**src/rtl/fft_bitrev_feeder.sv**
```systemverilog
`default_nettype none
// ============================================================================
// Module  : fft_bitrev_feeder
// Purpose : Ping-pong frame buffer feeding a radix-2 FFT first stage with
//           bit-reversed (a, b) operand pairs.
// Revision: 1.0 - initial release
// ============================================================================
module fft_bitrev_feeder #(
  parameter int LOG2N = 4
) (
  input  logic        clk,
  input  logic        clr,
  input  logic        in_valid,
  output logic        in_ready,
  input  logic [63:0] in_data,
  output logic        out_valid,
  input  logic        out_ready,
  output logic [63:0] out_a,
  output logic [63:0] out_b,
  output logic        out_first,
  output logic        out_last
);

  localparam int               N         = 1 << LOG2N;
  localparam logic [LOG2N-1:0] WCNT_LAST = '1;
  localparam logic [LOG2N-1:0] WCNT_ONE  = LOG2N'(1);
  localparam logic [LOG2N-2:0] RCNT_LAST = '1;
  localparam logic [LOG2N-2:0] RCNT_ONE  = (LOG2N-1)'(1);

  logic [63:0]      mem_q [2][N];
  logic [63:0]      mem_d [2][N];
  logic [1:0]       full_q, full_d;
  logic             wbank_q, wbank_d;
  logic [LOG2N-1:0] wcnt_q, wcnt_d;
  logic             rbank_q, rbank_d;
  logic [LOG2N-2:0] rcnt_q, rcnt_d;
  logic             out_valid_q, out_valid_d;
  logic [63:0]      out_a_q, out_a_d;
  logic [63:0]      out_b_q, out_b_d;
  logic             out_first_q, out_first_d;
  logic             out_last_q, out_last_d;

  logic             w_accept;
  logic             w_load;
  logic [LOG2N-1:0] w_idx_a;
  logic [LOG2N-1:0] w_idx_b;

  function automatic logic [LOG2N-1:0] bitrev(input logic [LOG2N-1:0] idx);
    logic [LOG2N-1:0] r;
    r = '0;
    for (int i = 0; i < LOG2N; i++) begin
      r[i] = idx[LOG2N-1-i];
    end
    return r;
  endfunction

  assign in_ready = !full_q[wbank_q];
  assign w_accept = in_valid && in_ready;
  assign w_load   = full_q[rbank_q] && (!out_valid_q || out_ready);
  // Pair k uses natural indices 2k and 2k+1, each bit-reversed.
  assign w_idx_a  = bitrev({rcnt_q, 1'b0});
  assign w_idx_b  = bitrev({rcnt_q, 1'b1});

  always_comb begin
    mem_d       = mem_q;
    full_d      = full_q;
    wbank_d     = wbank_q;
    wcnt_d      = wcnt_q;
    rbank_d     = rbank_q;
    rcnt_d      = rcnt_q;
    out_valid_d = out_valid_q;
    out_a_d     = out_a_q;
    out_b_d     = out_b_q;
    out_first_d = out_first_q;
    out_last_d  = out_last_q;

    if (w_accept) begin
      mem_d[wbank_q][wcnt_q] = in_data;
      wcnt_d                 = wcnt_q + WCNT_ONE;
      if (wcnt_q == WCNT_LAST) begin
        full_d[wbank_q] = 1'b1;
        wbank_d         = ~wbank_q;
      end
    end

    // Writer and reader always sit on different banks, so both flag updates coexist.
    if (w_load) begin
      out_a_d     = mem_q[rbank_q][w_idx_a];
      out_b_d     = mem_q[rbank_q][w_idx_b];
      out_first_d = (rcnt_q == '0);
      out_last_d  = (rcnt_q == RCNT_LAST);
      out_valid_d = 1'b1;
      rcnt_d      = rcnt_q + RCNT_ONE;
      if (rcnt_q == RCNT_LAST) begin
        full_d[rbank_q] = 1'b0;
        rbank_d         = ~rbank_q;
      end
    end else if (out_ready) begin
      out_valid_d = 1'b0;
    end
  end

  always_ff @(posedge clk or posedge clr) begin
    if (clr) begin
      mem_q       <= '{default: '0};
      full_q      <= '0;
      wbank_q     <= 1'b0;
      wcnt_q      <= '0;
      rbank_q     <= 1'b0;
      rcnt_q      <= '0;
      out_valid_q <= 1'b0;
      out_a_q     <= '0;
      out_b_q     <= '0;
      out_first_q <= 1'b0;
      out_last_q  <= 1'b0;
    end else begin
      mem_q       <= mem_d;
      full_q      <= full_d;
      wbank_q     <= wbank_d;
      wcnt_q      <= wcnt_d;
      rbank_q     <= rbank_d;
      rcnt_q      <= rcnt_d;
      out_valid_q <= out_valid_d;
      out_a_q     <= out_a_d;
      out_b_q     <= out_b_d;
      out_first_q <= out_first_d;
      out_last_q  <= out_last_d;
    end
  end

  assign out_valid = out_valid_q;
  assign out_a     = out_a_q;
  assign out_b     = out_b_q;
  assign out_first = out_first_q;
  assign out_last  = out_last_q;

endmodule
`default_nettype wire

```
**config.mk**
```make
export PLATFORM = sky130hd
export DESIGN_NAME = fft_bitrev_feeder
export DESIGN_NICKNAME = d
export VERILOG_FILES = /design/src/rtl/fft_bitrev_feeder.sv
export SDC_FILE = /design/constraint.sdc
export NUM_CORES = 2
export LEC_CHECK = 0
export BUFFER_PORTS_ARGS = -buffer_cell sky130_fd_sc_hd__buf_2
export CORE_MARGIN = 2
export CORE_UTILIZATION = 61
export DETAILED_ROUTE_END_ITERATION = 8
export PLACE_DENSITY = 0.86
export SYNTH_ARGS = -nofsm -noshare
export SYNTH_HDL_FRONTEND = slang
export SYNTH_SLANG_ARGS = --single-unit
```
**constraint.sdc**
```tcl
create_clock -name clk -period 99.3 [get_ports clk]
set_input_delay 14.895 -clock clk [delete_from_list [all_inputs] [get_ports clk]]
set_output_delay 14.895 -clock clk [all_outputs]
set_load 0.05 [all_outputs]
```
; After elaboration in Yosys (flattened, before gate mapping)
; Index checks and enable logic that the tools add are counted.
[totals]
ff_bits = 2190
wordCells = 108
output_inout_bits = 132
inputBits = 68
[classes]
n_eq_ne = 2
magnitude_cmp = 11
addsub = 2
n_reduce_logical = 13
bitwise_logic = 10
muxes = 28
[ops]
columns = cell, n
row1 = 2-to-1 mux 1024 bit, 4
row2 = bitwise mux 2048 bit, 1
row3 = demux 1024 bit (select 1 bit), 1
row4 = binary-select mux 64 bit (select 4 bit), 2
row5 = 2-to-1 mux 64 bit, 5
row6 = demux 64 bit (select 4 bit), 1
row7 = >= comparator 5 bit (second input constant), 3
row8 = inverter 4 -> 5 bit, 2
row9 = 2-to-1 mux 1 bit, 8
row10 = 2-to-1 mux 2 bit, 4
row11 = logical AND 1 bit, 6
row12 = < comparator 5 x 1 -> 1 bit (second input constant), 1
row13 = inverter 3 -> 5 bit, 1
row14 = adder 4 x 1 -> 4 bit (second input constant), 1
row15 = == test 4 bit (second input constant), 1
row16 = >= comparator 2 bit (second input constant), 2
row17 = < comparator 1 x 2 -> 1 bit (second input constant), 2
row18 = inverter 1 -> 2 bit, 2
row19 = AND reduction 2 bit, 2
row20 = adder 3 x 1 -> 3 bit (second input constant), 1
row21 = == test 3 bit (second input constant), 1
row22 = logical NOT 3 bit, 1
row23 = AND 2 bit, 1
row24 = demux 1 bit (select 1 bit), 2
row25 = other kinds (8), 11

; Logic depth before layout (Yosys ltp)
[depth]
depth_word = 10
mapped_depth = 8
mapped_depth_nobuf = 5

; Worst setup path before layout
; No wires, ideal clock.
[synth_timing]
path_kind = input to register
start = input port in_valid
end = register mem_q[100] in the netlist's numbering
setup_slack_ps = 82994
cell_stages = 5
t_arrival_ps = 16181
cell_sequence = buf_4 > nand4b_1 > nor2_2 > buf_6 > mux2_2
[synth_via]
elab_chain_cells = 1
[synth_lines]
columns = item, line
row1 = from (decl), 13  ; input logic in_valid,
row2 = logical AND 1 bit, 58  ; assign w_accept = in_valid && in_ready;
row3 = to (signal assigned), 117  ; mem_q <= mem_d;
row4 = to (decl), 30  ; logic [63:0] mem_q [2][N];
; Every way passes these cells.
; A chain may end at the register's enable or synchronous reset.

==> results.md <==
- Gr usage total: 0.303
- Simple-Gate Fraction of Synth Area: 0.00565
- Routed Antenna Nets: 0
- Status: finished, final reports clean
- Clock Skew: 0.0282 ns
- Clock latency on the worst-skew pair: ~0.86 ns
- Max-Cap Viols: 0
- Fillcell total: 10.2k
- Post-Synth Adder-Cell Area: 0.000891
- Slew @ Worst Pin: 1.29 ns
- Post-Synthesis Net Count: around 6.1k
- Top-count cell post-synth: dfrtp_1
- Post-Syn Area: 0.0983 mm^2
- CTS max path bufs: 3
- Die X: 405 um
- Post-synthesis xor/xnor area fraction: 0.000446
- Fin crit period: 19.35 ns
- Final nets: 5928
- Crit path required time: 100.13 ns
- Total power: between 3 and 4 mW
- Placed Area: roughly 0.1 mm^2
- Post_cts resized: 0
- Multi-input logic area: around 0.040 mm^2
- Sequential cell area: 0.0548 mm^2
- Distinct cell type count after synthesis: 40
- Share of layout cells above drive strength 1: 0.512
- Routability cong.: 0.746
- DP HPWL: 128000 um
- Ports: 200
- Multiplexer share of the synthesized area: 0.375
- Layout area overhead: 8.58%
- Setup-failing EPs final: 0
- Critical path arrival: 20.17 ns
- Total number of H-tree levels: 4
- Routed WL: 244000 um
- Crit Path Max Fanout: 188
- Dominant synthesized flop cell: dfrtp_1
- Final instance area: 0.107 mm^2
- Power Density: 29.8 mW/mm^2
- Final period util: 0.195
- Final Max Tran Viols: 0
- Register area share after synthesis: 0.558
- Fin. Hold Viols: 0
- First-pass GRT wire length: 375000 um
- Post-Syn Instances: 5975
- Combinational family with the most area after synthesis: multiplexers
- Asr flop ratio synth: 1.00
- CTS tree: built
- Drt first pass iters: 5
- Slew headroom: 0.138
- WS Path Type: in2async
- Endpoint type of the worst setup path: async pin
- Post-DR vias/cell: slightly below 7
- RSZ-0062 raised after global routing: no
- Via count: 55.1k
- Clk root buf: clkbuf_16
- LEAKAGE: 51.2 nW
- Synth warnings: 0
- DR WL/cell: 29.8 um
- Synth top area cells: dfrtp_1 56%, mux2_2 19%, mux4_2 12%, mux2_4 3.7%, mux2_1 1.6%
- Post-synth top area share: 0.558
- Peak VDD IR: about 0.000042 V
- Synth Register Bits: 2190
- Pin count of the biggest net entering global routing: 200
- GRT overflow: 0
- Fmax: 51.7 MHz
- Num CTS Buffers: around 210
- Die area: about 0.16 mm^2
- Number of global-route vias before repair: 59.2k
- Mean post-synth cell area: 16.4 um^2
- # hold bufs at CTS: 0
- Core Footprint: around 0.16 mm^2
- Fin Setup TNS: 0 ns
- Chip height: ~410 um
- Clock-pin slew on the worst setup and hold paths: 0.06 ns
- Clock tree sinks: about 2.2k
- Num rows: 147
- Yosys top cell by area: dfrtp_1
- Initial antenna violation count: 21
- Type of origin of the critical path: input port
- Post-CTS setup repair buffer count: 0
- Number of enable flip-flop cells after synthesis: 0
- Starting density of the core: 0.614
- I/O Buffers: around 200
- DR DRC count: 0
- Starting DRC count in detailed routing: slightly below 5k
- Hold Crit Class: reg2reg
- Most frequent cells after synthesis: 2190 x dfrtp_1, 1672 x mux2_2, 512 x mux4_2
- Compound-Gate Fraction of Synth Area: 0.0264
-- power by group --
part	leakage (nW)	switching [mW]	total [mW]	internal, mW
Sequential	29.3	0.153	1.29	1.13
Combinational	18.4	0.564	1.07	0.509
Clock	3.49	0.349	0.818	0.470
-- flip-flops by register name (all words and copies together) (netlist names) --
signal     cells
mem_q       2048
wcnt_q         4
out_b         64
out_a         64
out_valid      1
wbank_q        1
out_first      1
out_last       1
rcnt_q         3
full_q         2
rbank_q        1
-- logic make-up after synthesis --
group,count (synthesis)
AO/OA/AOI/OAI,389
XOR/XNOR,5
flip-flops,2190
AND/OR/NAND/NOR,61
buffers and inverters,630
adder cells (fa/ha/maj),7
multiplexers,2693
-- cells in the final DEF (no fill, tap or decap), types with 74 or more instances in the layout --
| master | synthesis | layout |
|---|---|---|
| o22ai_1 | 128 | 128 |
| clkbuf_16 | 0 | 211 |
| a21oi_1 | 128 | 128 |
| mux2i_1 | 128 | 128 |
| dfrtp_1 | 2190 | 2187 |
| mux2_1 | 139 | 139 |
| buf_4 | 43 | 74 |
| mux2_2 | 1672 | 1672 |
| mux2_4 | 241 | 240 |
| mux4_2 | 512 | 512 |
| buf_2 | 217 | 199 |
| a221oi_1 | 128 | 128 |
-- per-layer routing --
metal	vias to the layer above	GRT usage	part of all wire
li1	22200	-	-
met1	30100	0.422	0.41
met3	546	0.0610	0.077
met2	2235	0.484	0.48
met4	18	0.105	0.033
met5	-	0	0.00047
-- through the flow --
stage	std cells	hold slack [ns]	setup slack [ns]	util
finish	8189	0.484	79.95	0.666
global route	8188	0.492	79.06	0.666
CTS	8182	0.485	79.78	0.666
detailed placement	7800	0.471	78.88	0.622
global placement	7800	0.462	79.03	0.622
floorplan	5975	0.453	22.53	-
-- worst max-delay path: stages --
cell and delay [ns]:
buf_2 0.13, inv_8 0.61, buf_4 0.84, buf_12 0.72, buf_4 0.75, buf_4 0.84, buf_4 0.91
-- path summary, 6_finish.rpt --
check | startpoint | endpoint | slack [ns] | cells past startpoint
worst min-delay path | mem_q[519]$_DFFE_PP0P_ | mem_q[519]$_DFFE_PP0P_ | 0.48 | 1
worst max-delay path | clr | mem_q[11]$_DFFE_PP0P_ | 79.95 | 7
max in group clk | out_ready | out_b[33]$_DFFE_PP0P_ | 81.65 | 6
min in group asynchronous | clr | mem_q[558]$_DFFE_PP0P_ | 14.21 | 2
worst min register to register | mem_q[519]$_DFFE_PP0P_ | mem_q[519]$_DFFE_PP0P_ | 0.48 | 1
worst max register to register | rcnt_q[1]$_DFFE_PP0P_ | out_a[44]$_DFFE_PP0P_ | 94.45 | 6
-- area by class of cell --
| type | instances | area share |
|---|---|---|
| sequential | 2190 | 0.514 |
| multi-input combinational | 3155 | 0.377 |
| clock buffer | 314 | 0.0579 |
| tap | 2160 | 0.0253 |
| timing repair buffer | 285 | 0.0168 |
| clock inverter | 68 | 0.00841 |
| inverter | 10 | 0.000422 |
| antenna | 7 | 0.000164 |
(Power assumes the default switching activity.)
